--- src/rtl/counter_share_arb_pkg.sv ---
// Shared FSM encoding and legal parameter ranges for counter_share_arb.
package counter_share_pkg;

    typedef enum logic [1:0] {
        ST_IDLE = 2'd0,
        ST_RUN  = 2'd1,
        ST_DONE = 2'd2
    } state_t;

    localparam int NUM_REQ_MIN = 2;
    localparam int NUM_REQ_MAX = 8;
    localparam int CNT_W_MIN   = 1;
    localparam int CNT_W_MAX   = 16;

    // Width of a requester index / round-robin pointer.
    function automatic int ptr_width(input int n);
        return (n > 1) ? $clog2(n) : 1;
    endfunction

endpackage

--- src/rtl/counter_share_arb_rr_arbiter.sv ---
// Combinational round-robin pick: first requester at or after ptr wins.
module rr_arbiter
    import counter_share_pkg::*;
#(
    parameter int NUM_REQ = 4,
    parameter int PTR_W   = ptr_width(NUM_REQ)
) (
    input  logic [NUM_REQ-1:0] req,
    input  logic [PTR_W-1:0]   ptr,
    output logic [NUM_REQ-1:0] win,
    output logic               valid
);

    logic [PTR_W:0]   sum;
    logic [PTR_W-1:0] idx;

    // Walk the requesters in rotated order and keep the first hit.
    always_comb begin
        win   = '0;
        valid = 1'b0;
        sum   = '0;
        idx   = '0;
        for (int i = 0; i < NUM_REQ; i++) begin
            sum = {1'b0, ptr} + (PTR_W+1)'(i);
            if (sum >= (PTR_W+1)'(NUM_REQ))
                sum = sum - (PTR_W+1)'(NUM_REQ);
            idx = sum[PTR_W-1:0];
            if (!valid && req[idx]) begin
                win[idx] = 1'b1;
                valid    = 1'b1;
            end
        end
    end

endmodule

--- src/rtl/counter_share_arb.sv ---
// Round-robin owner sequencing of one shared tick counter.
// Optional macro COUNTER_SHARE_ARB_LOCK_EN adds a lock input that lets the
// owner chain a new run straight out of DONE without releasing the counter.
module counter_share_arb
    import counter_share_pkg::*;
#(
    parameter int NUM_REQ = 4,
    parameter int CNT_W   = 4
) (
    input  logic                     clk,
    input  logic                     rst,
    input  logic [NUM_REQ-1:0]       req,
    input  logic [NUM_REQ*CNT_W-1:0] len,
    input  logic                     tick_en,
`ifdef COUNTER_SHARE_ARB_LOCK_EN
    input  logic [NUM_REQ-1:0]       lock,
`endif
    output logic [NUM_REQ-1:0]       grant,
    output logic                     busy,
    output logic [CNT_W-1:0]         count,
    output logic [NUM_REQ-1:0]       done,
    output logic                     overflow
);

    localparam int PTR_W = ptr_width(NUM_REQ);

    if (NUM_REQ < NUM_REQ_MIN || NUM_REQ > NUM_REQ_MAX ||
        CNT_W < CNT_W_MIN || CNT_W > CNT_W_MAX) begin : g_bad_param
        $error("counter_share_arb: parameter out of range");
    end

    state_t               state_q, state_d;
    logic [NUM_REQ-1:0]   grant_q, grant_d;
    logic [PTR_W-1:0]     owner_q, owner_d;
    logic [PTR_W-1:0]     ptr_q, ptr_d;
    logic [CNT_W-1:0]     count_q, count_d;
    logic [CNT_W-1:0]     len_q, len_d;

    logic [CNT_W-1:0]     len_arr [NUM_REQ];
    logic [NUM_REQ-1:0]   win;
    logic                 win_vld;
    logic [PTR_W-1:0]     win_idx;
    logic                 own_req;

    for (genvar i = 0; i < NUM_REQ; i++) begin : g_len
        assign len_arr[i] = len[i*CNT_W +: CNT_W];
    end

    rr_arbiter #(.NUM_REQ(NUM_REQ), .PTR_W(PTR_W)) u_arb (
        .req   (req),
        .ptr   (ptr_q),
        .win   (win),
        .valid (win_vld)
    );

    // One-hot winner to index, used for length select and pointer advance.
    always_comb begin
        win_idx = '0;
        for (int i = 0; i < NUM_REQ; i++)
            if (win[i]) win_idx = PTR_W'(i);
    end

    assign own_req = |(req & grant_q);

    // Next-state: arbitration in IDLE, tick counting in RUN, one-cycle DONE.
    always_comb begin
        state_d = state_q;
        grant_d = grant_q;
        owner_d = owner_q;
        ptr_d   = ptr_q;
        count_d = count_q;
        len_d   = len_q;
        case (state_q)
            ST_IDLE: begin
                grant_d = '0;
                count_d = '0;
                if (win_vld) begin
                    state_d = ST_RUN;
                    grant_d = win;
                    owner_d = win_idx;
                    len_d   = len_arr[win_idx];
                    ptr_d   = (win_idx == PTR_W'(NUM_REQ-1)) ? '0 : win_idx + 1'b1;
                end
            end
            ST_RUN: begin
                // Abort beats a coincident final tick.
                if (!own_req) begin
                    state_d = ST_IDLE;
                    grant_d = '0;
                    count_d = '0;
                end else if (tick_en) begin
                    count_d = count_q + 1'b1;
                    if (count_q == len_q - 1'b1)
                        state_d = ST_DONE;
                end
            end
            ST_DONE: begin
                state_d = ST_IDLE;
                grant_d = '0;
                count_d = '0;
`ifdef COUNTER_SHARE_ARB_LOCK_EN
                // Owner keeps the counter; pointer was already advanced at grant.
                if (own_req && |(lock & grant_q)) begin
                    state_d = ST_RUN;
                    grant_d = grant_q;
                    len_d   = len_arr[owner_q];
                end
`endif
            end
            default: begin
                state_d = ST_IDLE;
                grant_d = '0;
                count_d = '0;
            end
        endcase
    end

    // State registers with synchronous reset.
    always_ff @(posedge clk) begin
        if (rst) begin
            state_q <= ST_IDLE;
            grant_q <= '0;
            owner_q <= '0;
            ptr_q   <= '0;
            count_q <= '0;
            len_q   <= '0;
        end else begin
            state_q <= state_d;
            grant_q <= grant_d;
            owner_q <= owner_d;
            ptr_q   <= ptr_d;
            count_q <= count_d;
            len_q   <= len_d;
        end
    end

    assign grant    = grant_q;
    assign busy     = (state_q != ST_IDLE);
    assign count    = count_q;
    assign done     = (state_q == ST_DONE) ? grant_q : '0;
    assign overflow = (state_q == ST_RUN) && (&count_q) && tick_en;

endmodule

--- config.mk ---
export PLATFORM = sky130hd
export DESIGN_NAME = counter_share_arb
export DESIGN_NICKNAME = d
export VERILOG_FILES = /design/src/rtl/counter_share_arb_pkg.sv /design/src/rtl/counter_share_arb_rr_arbiter.sv /design/src/rtl/counter_share_arb.sv
export SDC_FILE = /design/constraint.sdc
export NUM_CORES = 1
export LEC_CHECK = 0
export CAP_MARGIN = 20
export CORE_MARGIN = 2
export CORE_UTILIZATION = 40
export CTS_BUF_LIST = sky130_fd_sc_hd__clkbuf_16
export DETAILED_ROUTE_END_ITERATION = 10
export PLACE_DENSITY = 0.68
export RECOVER_POWER = 25
export SYNTH_ARGS = -nofsm -noshare
export SYNTH_HDL_FRONTEND = slang
export SYNTH_SLANG_ARGS = --single-unit
--- constraint.sdc ---
create_clock -name clk -period 3.3 [get_ports clk]
set_input_delay 0.66 -clock clk [delete_from_list [all_inputs] [get_ports clk]]
set_output_delay 0.66 -clock clk [all_outputs]
set_load 0.005 [all_outputs]
==> PnR_summary.wiki <==
{| class="wikitable"
! Metric !! Value
|-
| Status || finished clean
|-
| Clock latency at the later pin of the worst-skew pair || 0.24 ns
|-
| Number of enable flip-flop cells after synthesis || 0
|-
| Crit path max fanout || 9
|-
| Primary flip-flop cell chosen by synthesis mapping || dfxtp_1
|-
| Total global-route track usage || 17.97%
|-
| Startpoint of the most critical register-to-register path || ptr_q[0]
|-
| DIE HEIGHT || 63.06 um
|-
| Average size of a mapped cell || 8.507 um^2
|-
| Total number of yosys warnings || 0
|-
| Count of cells along the worst hold path || 2
|-
| Clock buffer depth || 2
|-
| Setup repair after global routing missed its margin || no
|-
| Synthesized area || 0.001395 mm^2
|-
| Clock sink total || 16
|-
| Initial antenna violation count || 0
|-
| Total power draw || 1.328 mW
|-
| DRC || 0
|-
| GR Overflow Total || 0
|-
| Leakage power || 0.7048 nW
|-
| Synth unique cells || 52
|-
| Asr flop ratio synth || 0%
|-
| Number of vias after detailed routing || 1393
|-
| Type of the most critical hold path || flop to flop
|-
| Min cycle time layout || 3.045 ns
|-
| Core Footprint || 0.003337 mm^2
|-
| Register-to-register setup slack || 0.53 ns
|-
| Clock tree from TritonCTS || done
|-
| CP endpoint kind || flop
|-
| CP Data Required Time || 3.40 ns
|-
| Quantity of hold-fixing buffers added after cts || 0
|-
| FMAX || 0.3284 GHz
|-
| Count of fill cells added during filler insertion || 335
|-
| CTS clk-pin slew, worst paths || 0.05 ns
|-
| Power density normalized to cell area || 714.3 mW/mm^2
|-
| Max-cap violation count || 0
|-
| Area growth from synthesis to final layout || 33.27%
|-
| Overall routed net length || 3.441 mm
|-
| Final cycle utilization of the critical path || 92.29%
|-
| Clock group share of total power || 17.4%
|-
| Vias in the first global route || 1353
|-
| Routed length per placed instance || 14.10 um
|-
| Cell count after synthesis || 164
|-
| Final HPWL DP || 2.687 mm
|-
| Switching power || 552.5 uW
|-
| H-tree levels || 1
|-
| Multi-input gate area || 989.7 um^2
|-
| Vias per cell || 5.709
|-
| Post-Route Hold Slack || 0.5061 ns
|-
| Diodes inserted || 0
|-
| Seq. cell area || 320.3 um^2
|-
| Launching element of the worst setup path || req[2]
|-
| Post-Route Skew || 0.0009373 ns
|-
| Number of top-level design ports || 37
|-
| Switching share of power || 41.60%
|-
| Data arrival, critical path || 3.15 ns
|-
| Slew at the pin with the worst max-slew slack || 0.5762 ns
|-
| Share of total power in combinational logic || 61.5%
|-
| Wire length of the first global-routing pass || 5.865 mm
|-
| Buffer cell driving the clock tree root || clkbuf_16
|-
| Setup violation total in the final timing report || 0
|-
| Synthesized netlist net count || 194
|-
| Initial standard-cell utilization of the core || 41.81%
|-
| # resized after CTS || 0
|-
| Worst Setup EP || len_q[0]
|-
| Number of input and output port buffers inserted || 36
|-
| R2R depth || 8
|-
| Worst slew slack as a fraction of its limit || 60.49%
|-
| Pin count of the biggest net entering global routing || 13
|-
| Post-route core utilization || 55.72%
|-
| Worst Setup Start Kind || input port
|-
| Proportion of layout cells with a drive suffix above 1 || 8.081%
|-
| Fin nets || 229
|-
| Die width || 63.06 um
|-
| Final Max Tran Viols || 0
|-
| First-pass iteration count of the detailed router || 4
|-
| Routability congestion estimate from global placement || 0.9140
|-
| Relative contribution of sequential cells to total power || 21.1%
|-
| Reg2Reg Capture Point || len_q[2]
|-
| Num CTS Buffers || 3
|-
| Post-CTS Setup Inserts || 0
|-
| Cell-internal power || 775.6 uW
|-
| Post-synthesis register bit count || 16
|-
| DIE AREA || 0.003976 mm^2
|-
| Setup TNS || 0 ns
|-
| Endpoints failing hold || 0
|-
| Path type of the worst setup path || input port to flop
|-
| First DRT Iteration DRCs || 112
|-
| Post-synthesis sequential area ratio || 22.96%
|-
| Floorplan row count || 21
|-
| Maximum VDD drop || 0.3553 mV
|-
| Antenna Nets Post-Route || 0
|}
-- cells in the final DEF, fill, tap and decap left out, types with 6 or more instances in the layout --
cell             synthesis  layout
a21oi_1                  6       6
and2_1                   6       6
clkdlybuf4s50_1          0      31
dfxtp_1                 16      16
ha_1                     7       7
inv_1                    8       8
mux2i_1                  9       9
nand2_1                 14      14
nand4b_1                 8       8
nor2_1                   9       9
-- stage by stage --
step	area [um^2]	instances	setup slack, ns
floorplan	1395	164	0.6169
global placement	1780	240	0.2735
detailed placement	1780	240	0.1870
CTS	1859	244	0.3999
global route	1859	244	0.08264
finish	1859	244	0.2546
-- worst min-delay path by stage --
stage	to	start	slack, ns
floorplan	grant[2]	grant[2]	0.48
global placement	grant[0]	grant[0]	0.50
detailed placement	grant[2]	grant[2]	0.51
CTS	grant[2]	grant[2]	0.51
global route	grant[0]	grant[0]	0.55
finish	grant[2]	grant[2]	0.51
-- Yosys cell counts, drive strengths merged (3+ instances only) --
cell / count / area, um^2
inv: 8 / 30.03
xor2: 4 / 35.03
clkbuf: 4 / 15.01
mux2i: 10 / 112.6
buf: 5 / 40.04
and2: 6 / 37.54
or3: 3 / 18.77
nor3b: 4 / 30.03
a21oi: 7 / 38.79
dfxtp: 16 / 320.3
xnor2: 5 / 43.79
o22ai: 4 / 25.02
o32ai: 3 / 26.28
nor3: 4 / 20.02
nor2: 9 / 33.78
nand2: 15 / 58.81
a2bb2oi: 4 / 35.03
nand4b: 8 / 70.07
o21ai: 4 / 20.02
ha: 7 / 87.58
-- area by class of cell --
cell class	count	area share, %
clock buffer	3	4.038
clock inverter	1	0.2019
inverter	8	1.615
multi-input combinational	131	53.23
sequential	16	17.23
tap	46	3.096
timing repair buffer	39	20.59
-- worst max-delay path: stages --
cell           delay, ns
dlygate4sd3_1       0.70
mux2i_1             0.21
mux2i_1             0.51
mux2i_1             0.28
a221o_1             0.36
mux2i_1             0.30
o32ai_1             0.12
-- logic make-up after synthesis --
logic type / share of synthesized area, %
AND/OR/NAND/NOR: 26.73
multiplexers: 9.686
flip-flops: 22.96
buffers and inverters: 6.099
adder cells (fa/ha/maj): 6.278
XOR/XNOR: 5.650
AO/OA/AOI/OAI: 22.60
-- flip-flops by register name, summed over array words and instances (netlist names) --
signal	flops
len_q	4
state_q	2
count	4
grant	4
ptr_q	2
-- power groups by stage --
| stage | clock (mW) | combinational [mW] | sequential, mW |
|---|---|---|---|
| after CTS | 0.234 | 0.815 | 0.282 |
| after floorplan | 0 | 0.619 | 0.287 |
| final | 0.231 | 0.817 | 0.281 |
| after global placement | 0 | 0.792 | 0.285 |
| after global routing | 0.250 | 0.896 | 0.287 |
| after detailed placement | 0 | 0.807 | 0.285 |
-- metal layers --
layer / global-route usage (%) / vias up / share of wire [%]
met5: 0 / - / 0
met4: 5.278 / 0 / 1.6
met3: 4.286 / 8 / 7.8
met2: 31.38 / 71 / 48
li1: - / 677 / -
met1: 21.77 / 637 / 42
(Power assumes the default switching activity.)
